===== src/rtl/hawk_page_rd_seq.sv =====
// Page read sequencer: splits one page-read command into INCR AR bursts with a bounded
// number in flight, and forwards the R beats to the compressor as a flow-controlled stream.
`ifndef HACD_AXI4_DATA_WIDTH
`define HACD_AXI4_DATA_WIDTH 512
`endif
`ifndef HACD_AXI4_ADDR_WIDTH
`define HACD_AXI4_ADDR_WIDTH 64
`endif
`ifndef HACD_AXI4_ID_WIDTH
`define HACD_AXI4_ID_WIDTH 4
`endif

module hawk_page_rd_seq #(
  parameter int unsigned DATA_WIDTH      = `HACD_AXI4_DATA_WIDTH,
  parameter int unsigned ADDR_WIDTH      = `HACD_AXI4_ADDR_WIDTH,
  parameter int unsigned ID_WIDTH        = `HACD_AXI4_ID_WIDTH,
  parameter int unsigned RD_ID           = 0,
  parameter int unsigned PAGE_BYTES      = 4096,
  parameter int unsigned BURST_BEATS     = 8,
  parameter int unsigned MAX_OUTSTANDING = 2
) (
  input  logic                  clk,
  input  logic                  rst_n,
  input  logic                  req_valid,
  output logic                  req_ready,
  input  logic [ADDR_WIDTH-1:0] req_addr,
  output logic [ID_WIDTH-1:0]   m_axi_arid,
  output logic [ADDR_WIDTH-1:0] m_axi_araddr,
  output logic [7:0]            m_axi_arlen,
  output logic [2:0]            m_axi_arsize,
  output logic [1:0]            m_axi_arburst,
  output logic                  m_axi_arvalid,
  input  logic                  m_axi_arready,
  input  logic [ID_WIDTH-1:0]   m_axi_rid,
  input  logic [DATA_WIDTH-1:0] m_axi_rdata,
  input  logic [1:0]            m_axi_rresp,
  input  logic                  m_axi_rlast,
  input  logic                  m_axi_rvalid,
  output logic                  m_axi_rready,
  output logic                  out_valid,
  output logic [DATA_WIDTH-1:0] out_data,
  output logic                  out_last,
  input  logic                  out_ready,
  output logic                  done,
  output logic                  err
);

  localparam int unsigned BYTES          = DATA_WIDTH / 8;
  localparam int unsigned BEATS_PER_PAGE = PAGE_BYTES / BYTES;
  localparam int unsigned NBURSTS        = BEATS_PER_PAGE / BURST_BEATS;
  localparam int unsigned BURST_SHIFT    = $clog2(BURST_BEATS * BYTES);
  localparam int unsigned BEAT_W         = $clog2(BEATS_PER_PAGE + 1);
  localparam int unsigned BURST_W        = $clog2(NBURSTS + 1);
  localparam int unsigned OUTS_W         = $clog2(MAX_OUTSTANDING + 1);

  localparam logic [BEAT_W-1:0]     LAST_BEAT  = BEAT_W'(BEATS_PER_PAGE - 1);
  localparam logic [BEAT_W-1:0]     BURST_MASK = BEAT_W'(BURST_BEATS - 1);
  localparam logic [BURST_W-1:0]    NBURSTS_C  = BURST_W'(NBURSTS);
  localparam logic [OUTS_W-1:0]     MAX_OUTS_C = OUTS_W'(MAX_OUTSTANDING);
  localparam logic [ADDR_WIDTH-1:0] PAGE_MASK  = ~(ADDR_WIDTH'(PAGE_BYTES - 1));
  localparam logic [ID_WIDTH-1:0]   RD_ID_C    = ID_WIDTH'(RD_ID);

  typedef enum logic [1:0] {
    S_IDLE = 2'd0,
    S_BUSY = 2'd1,
    S_DONE = 2'd2
  } state_t;

  state_t                state_q, state_d;
  logic [ADDR_WIDTH-1:0] base_q, base_d;
  logic [BURST_W-1:0]    issued_q, issued_d;
  logic [BEAT_W-1:0]     beat_q, beat_d;
  logic [OUTS_W-1:0]     outs_q, outs_d;
  logic                  err_q, err_d;

  logic                  busy_c;
  logic                  ar_valid_c;
  logic [ADDR_WIDTH-1:0] ar_addr_c;
  logic                  ar_fire_c;
  logic                  r_fire_c;
  logic                  rlast_exp_c;
  logic                  r_bad_c;

  // AR and R channel decode; AR fields are zero whenever arvalid is low (including reset)
  always_comb begin
    busy_c      = (state_q == S_BUSY);
    ar_valid_c  = busy_c && (issued_q < NBURSTS_C) && (outs_q < MAX_OUTS_C);
    ar_addr_c   = base_q + (ADDR_WIDTH'(issued_q) << BURST_SHIFT);
    ar_fire_c   = ar_valid_c && m_axi_arready;
    r_fire_c    = busy_c && m_axi_rvalid && out_ready;
    rlast_exp_c = ((beat_q & BURST_MASK) == BURST_MASK);
    r_bad_c     = (m_axi_rresp != 2'b00) || (m_axi_rid != RD_ID_C) || (m_axi_rlast != rlast_exp_c);
  end

  assign req_ready     = (state_q == S_IDLE) && rst_n;
  assign m_axi_arvalid = ar_valid_c;
  assign m_axi_araddr  = ar_valid_c ? ar_addr_c : '0;
  assign m_axi_arlen   = ar_valid_c ? 8'(BURST_BEATS - 1) : 8'd0;
  assign m_axi_arsize  = ar_valid_c ? 3'($clog2(BYTES)) : 3'd0;
  assign m_axi_arburst = ar_valid_c ? 2'b01 : 2'b00;
  assign m_axi_arid    = ar_valid_c ? RD_ID_C : '0;
  assign m_axi_rready  = busy_c && out_ready;
  assign out_valid     = busy_c && m_axi_rvalid;
  assign out_data      = m_axi_rdata;
  assign out_last      = busy_c && (beat_q == LAST_BEAT);
  assign done          = (state_q == S_DONE);
  assign err           = err_q;

  // Next-state and counter updates
  always_comb begin
    state_d  = state_q;
    base_d   = base_q;
    issued_d = issued_q;
    beat_d   = beat_q;
    outs_d   = outs_q;
    err_d    = err_q;
    unique case (state_q)
      S_IDLE: begin
        if (req_valid) begin
          state_d  = S_BUSY;
          base_d   = req_addr & PAGE_MASK;
          issued_d = '0;
          beat_d   = '0;
          outs_d   = '0;
          err_d    = 1'b0;
        end
      end
      S_BUSY: begin
        if (ar_fire_c) begin
          issued_d = issued_q + BURST_W'(1);
        end
        // A stray early rlast must not wrap the in-flight count
        unique case ({ar_fire_c, r_fire_c && m_axi_rlast})
          2'b10:   outs_d = outs_q + OUTS_W'(1);
          2'b01:   outs_d = (outs_q != '0) ? outs_q - OUTS_W'(1) : outs_q;
          default: outs_d = outs_q;
        endcase
        if (r_fire_c) begin
          beat_d = beat_q + BEAT_W'(1);
          if (r_bad_c) begin
            err_d = 1'b1;
          end
          if (beat_q == LAST_BEAT) begin
            state_d = S_DONE;
          end
        end
      end
      S_DONE: begin
        state_d = S_IDLE;
      end
      default: begin
        state_d = S_IDLE;
      end
    endcase
  end

  always_ff @(posedge clk or negedge rst_n) begin
    if (!rst_n) begin
      state_q  <= S_IDLE;
      base_q   <= '0;
      issued_q <= '0;
      beat_q   <= '0;
      outs_q   <= '0;
      err_q    <= 1'b0;
    end else begin
      state_q  <= state_d;
      base_q   <= base_d;
      issued_q <= issued_d;
      beat_q   <= beat_d;
      outs_q   <= outs_d;
      err_q    <= err_d;
    end
  end

endmodule


===== config.mk =====
export PLATFORM = sky130hd
export DESIGN_NAME = hawk_page_rd_seq
export DESIGN_NICKNAME = d
export VERILOG_FILES = /design/src/rtl/hawk_page_rd_seq.sv
export SDC_FILE = /design/constraint.sdc
export NUM_CORES = 1
export LEC_CHECK = 0
export BUFFER_PORTS_ARGS = -buffer_cell sky130_fd_sc_hd__buf_2
export CORE_AREA = 2 2 469 471
export DETAILED_ROUTE_END_ITERATION = 7
export DIE_AREA = 0 0 471 473
export PLACE_DENSITY = 0.3
export SETUP_SLACK_MARGIN = 0.02
export SLEW_MARGIN = 20
export SYNTH_ARGS = -nofsm -noshare
export SYNTH_HDL_FRONTEND = slang
export SYNTH_SLANG_ARGS = --single-unit
export TNS_END_PERCENT = 100

===== constraint.sdc =====
create_clock -name clk -period 5.05 [get_ports clk]
set_input_delay 0.7575 -clock clk [delete_from_list [all_inputs] [get_ports clk]]
set_output_delay 0.7575 -clock clk [all_outputs]
set_load 0.005 [all_outputs]

==> results_dict.tcl, run 1 <==
set metrics [dict create \
    synthArstFlopShare 1.00 \
    syn_area_mm2 0.00825 \
    critical-path-top-delay-family "simple AND/OR/NAND/NOR gates" \
    core_area_mm2 0.218 \
    synth-seq-area-share 0.206 \
    die_h_um 473 \
    syn2layout_area_growth_pct 7.49 \
    skew_ns 0.0141 \
    cts_root_buf "clkbuf_16" \
    num-fill-cells 26000 \
    dieWidth_um 471 \
    hpwl_um 96200 \
    placed_cell_area_mm2 0.00848 \
    layout_setup_ws_ns 1.11 \
    drt_iter0_drc 285 \
    internal-power_mw 1.32 \
    worst_skew_pair.late_latency_ns 0.38 \
    gp_congestion 0.668 \
    ios 1189 \
    path_clk_slew_ns 0.07 \
    crit_slowest_cell "clkinv_1" \
    globalRouteOverflowTotal 0 \
    final_core_util 0.0407 \
    hold_path_class "input pin to asynchronous set/reset pin" \
    grt_pass1_vias 5551 \
    synth-main-ff-cell "dfrtp_1" \
    setup_violations 0 \
    required_ns 4.29 \
    pwr-share-comb 0.252 \
    route.detailed.drc 0 \
    cts_hold_buffers 0 \
    design_area_mm2 0.00887 \
    start_kind "flip-flop" \
    critPathMaxFanout 22 \
    clock_sinks 68 \
    ir_drop_mv 0.162 \
    period_share 0.779 \
    gr-usage-all-layers 0.0895 \
    clkPwrFrac 0.397 \
    synth-edff-count 0 \
    slew_viol_final 0 \
    cp_data_arrival_time_ns 3.18 \
    rsz0062_at_grt "no" \
    timing.rr.end "outs_q[0]" \
    cts_htree_levels 3 \
    num_rows 172 \
    drv_cap 0 \
    cts_resized 0 \
    die_area_mm2 0.223 \
    numCtsBuffers 9 \
    antenna_found_initial 55 \
    status "complete, no violations" \
    regArea_mm2 0.00170 \
    wl_per_cell_um 29.1 \
    firstDrtPassIters 4 \
    r2r_slack_ns 1.83 \
    synth-seq-cells 68 \
    grt_max_degree 49 \
    fin_nets 1269 \
    critPathKind "flip-flop to output pin" \
    fin_crit_ns 3.94 \
    avgViaCountPerCell 1.55 \
    multi_input_area_mm2 0.00243 \
    synth_cell_types 48 \
    worst_pin_slew_ns 0.837 \
    synth_top_area_share 0.490 \
    seqPwrFrac 0.351 \
    routed_wl_um 104000 \
    synth.area.top_cells "buf_4 49%, dfrtp_1 21%, nand2_1 7.7%" \
    synth_top_cells_by_count "539 x buf_4, 170 x nand2_1, 68 x dfrtp_1" \
    path_cells "nand2b_1 -> or3_2 -> clkinv_1 -> and2_1 -> buf_2" \
    r2r-start "state_q[1]" \
    cts_tree "yes" \
    yosysMostFrequentCell "buf_4" \
    numPortBuffers 132 \
    grt_pass1_wl_um 116000 \
    p_sw_frac 0.368 \
    preCtsSetupSlack_ns 1.30 \
    r2r_cells 6 \
    yosysWarnings 0 \
    power_density_mw_per_mm2 235 \
    start_util 0.0378 \
    tns_ns 0 \
    syn_inst 1068 \
    hold_violations 0 \
    drive_above_1_share 0.256 \
    clockBufferDepth 2 \
    cp.buffers_inverters 2 \
    path_depth 5 \
    leakage_nw 2.80 \
    cp-end-kind "output pin" \
    antenna_left 0 \
    max_slew_margin 0.439 \
    synth_top_area_cell "buf_4" \
    cpPeakStageDelay_ns 0.90 \
    p_sw_mw 0.766 \
    vias 5515 \
    fmax_mhz 254 \
    postCtsSetupRepairBufs 0 \
    syn_area_per_cell_um2 7.73 \
]
area by class of cell:
type / instances / share of cell area
inverters: 6 / 0.00254
clock inverters: 5 / 0.0120
multi-input cells: 451 / 0.274
clock buffers: 11 / 0.0285
repair buffers: 139 / 0.0821
flip-flops and latches: 68 / 0.192
well taps: 2871 / 0.405
diodes: 14 / 0.00395
sequential cells by signal, indices dropped and copies added, names as in the netlist:
signal,flops
beat_q,7
state_q,2
issued_q,4
base_q,52
outs_q,2
err,1
worst max-delay path by stage:
stage / from / to
floorplan: issued_q[3] / m_axi_araddr[52]
global placement: state_q[1] / m_axi_araddr[38]
detailed placement: state_q[1] / m_axi_araddr[38]
CTS: state_q[1] / m_axi_araddr[38]
global route: state_q[1] / m_axi_araddr[10]
finish: state_q[1] / m_axi_araddr[10]
placed cells by master (no fill, tap or decap), types with 3 or more instances in the layout:
cell type  synthesis  routed
buf_2              1     131
nor2_1            46      46
o21ai_0           26      26
nand3_1           30      30
clkbuf_16          0       9
dfrtp_1           68      68
conb_1             1      20
buf_4            539       7
and3_1             9       9
ha_1               5       5
and2_1            12      11
bufinv_16          0       3
or3_1             19      18
xor2_1            29      29
nand2_1          170     169
a21oi_1           22      22
inv_1              5       5
xnor2_1            8       8
nand4_1           17      17
diode_2            0      14
nand4_4            5       5
nor4_1             3       3
cells by family (layout without fill, tap and decap cells):
family          count (synthesis)  count (layout)  share of synthesized area
fa+ha+maj                       5               5                    0.00758
simple gates                  332             332                      0.200
other cells                     1              34                   0.000454
compound gates                 57              57                     0.0379
xor+xnor                       37              37                     0.0393
flops                          68              68                      0.206
buf+inv                       568             161                      0.508
worst register-to-register path: stages, from the launching register on:
cell	delay, ns
dfrtp_1	0.44
nand2b_1	0.23
or3_2	0.64
clkinv_1	0.91
and2_1	0.53
a221oi_1	0.30
a21oi_1	0.07
through the flow:
| step | total power, mW | std cells | hold WS (ns) |
|---|---|---|---|
| after floorplan | 1.31 | 1087 | 0.455 |
| after global placement | 1.31 | 3535 | 0.487 |
| after detailed placement | 1.31 | 3535 | 0.487 |
| after CTS | 2.17 | 3551 | 0.251 |
| after global routing | 2.21 | 3552 | 0.272 |
| final | 2.08 | 3565 | 0.269 |
per-layer routing:
layer / up-vias / GRT usage / wire length [um]
met5: - / 0.00909 / 681
met4: 64 / 0.0538 / 6740
met3: 370 / 0.161 / 39700
met2: 805 / 0.137 / 45200
met1: 2195 / 0.0276 / 11500
li1: 2081 / - / -
power by group through the flow:
stage          registers [mW]  logic [mW]  clock network, mW
4_1_cts                 0.736       0.565              0.869
3_5_place_dp            0.747       0.564                  0
2_1_floorplan           0.697       0.612                  0
6_report                0.731       0.524              0.825
3_3_place_gp            0.745       0.564                  0
5_1_grt                 0.747       0.588              0.878
Note: power is estimated with default switching activity, not from simulation.
==> inputs of run 2 (changes only) <==
--- a/config.mk
+++ b/config.mk
@@ -6,9 +6,9 @@
 export NUM_CORES = 1
 export LEC_CHECK = 0
 export BUFFER_PORTS_ARGS = -buffer_cell sky130_fd_sc_hd__buf_2
-export CORE_AREA = 2 2 469 471
+export CORE_AREA = 2 2 459 461
 export DETAILED_ROUTE_END_ITERATION = 7
-export DIE_AREA = 0 0 471 473
+export DIE_AREA = 0 0 461 463
 export PLACE_DENSITY = 0.3
 export SETUP_SLACK_MARGIN = 0.02
 export SLEW_MARGIN = 20
==> constraint.sdc (replaced) <==
create_clock -name clk -period 3.26 [get_ports clk]
set_input_delay 0.489 -clock clk [delete_from_list [all_inputs] [get_ports clk]]
set_output_delay 0.489 -clock clk [all_outputs]
set_load 0.005 [all_outputs]
==> results_dict.tcl, run 2 (same netlist as run 1, synthesis figures left out) <==
set metrics [dict create \
    grt_pass1_vias 5343 \
    avgViaCountPerCell 1.54 \
    fin_nets 1284 \
    hpwl_um 81000 \
    worst_pin_slew_ns 0.975 \
    cts_tree "yes" \
    skew_ns 0.00959 \
    clkPwrFrac 0.351 \
    drt_iter0_drc 266 \
    fin_hold_ws_ns 0.0660 \
    status "complete, no violations" \
    final_core_util 0.0425 \
    fin_crit_ns 3.06 \
    routed_wl_um 89400 \
    p_sw_mw 1.21 \
    leakage_nw 2.85 \
    period_share 0.937 \
    ir_drop_mv 0.241 \
    clockBufferDepth 2 \
    path_clk_slew_ns 0.08 \
    crit_slowest_cell "dfrtp_1" \
    antenna_found_initial 19 \
    core_area_mm2 0.209 \
    crit_top_cell "buf_12" \
    num_rows 168 \
    rsz0062_at_grt "yes" \
    start_util 0.0396 \
    required_ns 2.77 \
    slew_viol_final 0 \
    die_area_mm2 0.213 \
    numCtsBuffers 9 \
    wl_per_cell_um 25.5 \
    drive_above_1_share 0.279 \
    reg.largest.list "base_q x52, beat_q x7, issued_q x4" \
    tns_ns 0 \
    critPathMaxFanout 9 \
    largest_register "base_q" \
    r2r_cells 8 \
    max_slew_margin 0.350 \
    internal-power_mw 1.80 \
    globalRouteOverflowTotal 0 \
    cts_htree_levels 3 \
    hold_violations 0 \
    r2r_slack_ns 0.89 \
    busiest_layer "met3" \
    cp_data_arrival_time_ns 2.57 \
    numPortBuffers 132 \
    most-common-layout-cells "169 x nand2_1, 130 x buf_2, 68 x dfrtp_1, 45 x nor2_1, 30 x nand3_1" \
    critPathKind "flip-flop to output pin" \
    seqPwrFrac 0.372 \
    met2_usage 0.121 \
    timing.rr.end "issued_q[2]" \
    antenna_left 0 \
    firstDrtPassIters 4 \
    syn2layout_area_growth_pct 7.28 \
    pwr-share-comb 0.277 \
    fmax_mhz 327 \
    layout_commonest_cell "nand2_1" \
    cpPeakStageDelay_ns 0.42 \
    gr-usage-all-layers 0.0792 \
    grt_max_degree 60 \
    cts_hold_buffers 0 \
    path_cells "ha_1 -> and3_4 -> nor3b_4 -> buf_12 -> buf_12 -> nand4_1 -> xor2_1 -> nor2_1 -> buf_2" \
    cp-end-kind "output pin" \
    grt_use_met1 0.0303 \
    ios 1189 \
    worst_skew_pair.late_latency_ns 0.38 \
    p_sw_frac 0.401 \
    gp_congestion 0.736 \
    die_h_um 463 \
    power_density_mw_per_mm2 339 \
    cts_root_buf "clkbuf_16" \
    grt_use_met3 0.129 \
    r2r-start "state_q[1]" \
    dieWidth_um 461 \
    vias 5390 \
    clock_sinks 68 \
    hold_path_class "input pin to asynchronous set/reset pin" \
    route.detailed.drc 0 \
    start_kind "flip-flop" \
    setup_violations 0 \
    largest_reg_flops 52 \
    drv_cap 0 \
    grt_pass1_wl_um 99900 \
]
## run 2: final cells by class
class | instances | area (um^2)
fillers | 24900 | 200000
well taps | 2805 | 3510
inverters | 6 | 22.5
clock buffers | 10 | 239
diodes | 1 | 2.50
flip-flops and latches | 68 | 1700
multi-input cells | 452 | 2470
clock inverters | 6 | 38.8
repair buffers | 153 | 873
## run 2: per-stage QoR
step	worst slack, ns	cell area [um^2]	total power [mW]	std cells
after floorplan	1.01	8320	2.03	1087
after global placement	0.324	8490	2.03	3478
after detailed placement	0.321	8490	2.03	3478
after CTS	0.0321	8830	3.16	3499
after global routing	0.0187	8850	3.23	3501
final	0.205	8850	3.00	3501
## run 2: worst max path at each step
stage	from	endpoint	slack, ns
after floorplan	issued_q[3]	m_axi_araddr[52]	1.01
after global placement	base_q[31]	m_axi_araddr[58]	0.32
after detailed placement	base_q[31]	m_axi_araddr[58]	0.32
after CTS	issued_q[3]	m_axi_araddr[48]	0.03
after global routing	issued_q[3]	m_axi_araddr[58]	0.02
final	issued_q[3]	m_axi_araddr[33]	0.20
## run 2: power groups by stage
stage / clock network, mW / registers, mW / logic, mW
2_1_floorplan: 0 / 1.08 / 0.948
3_3_place_gp: 0 / 1.13 / 0.904
3_5_place_dp: 0 / 1.13 / 0.896
4_1_cts: 1.15 / 1.12 / 0.898
5_1_grt: 1.14 / 1.14 / 0.945
6_report: 1.05 / 1.12 / 0.833
## run 2: layer usage
metal	vias up	wire length (um)
met2	705	39200
met3	364	31300
met4	10	6620
li1	2094	-
met1	2217	12000
met5	-	202
## run 2: timing repair
action,CTS,global route
gates resized for setup,2,7
pin swaps,1,1
setup buffers,5,0
setup endpoints to repair,12,9
gates cloned,0,1
## run 2: worst max-delay path: cells and delay by family, from the launching register on
kind                       cells  cell delay (ns)
DFF                            1             0.42
and+or+nand+nor                4             0.87
xor gates and xnor gates       1             0.18
buffers and inverters          3             0.48
adders and majority gates      1             0.21
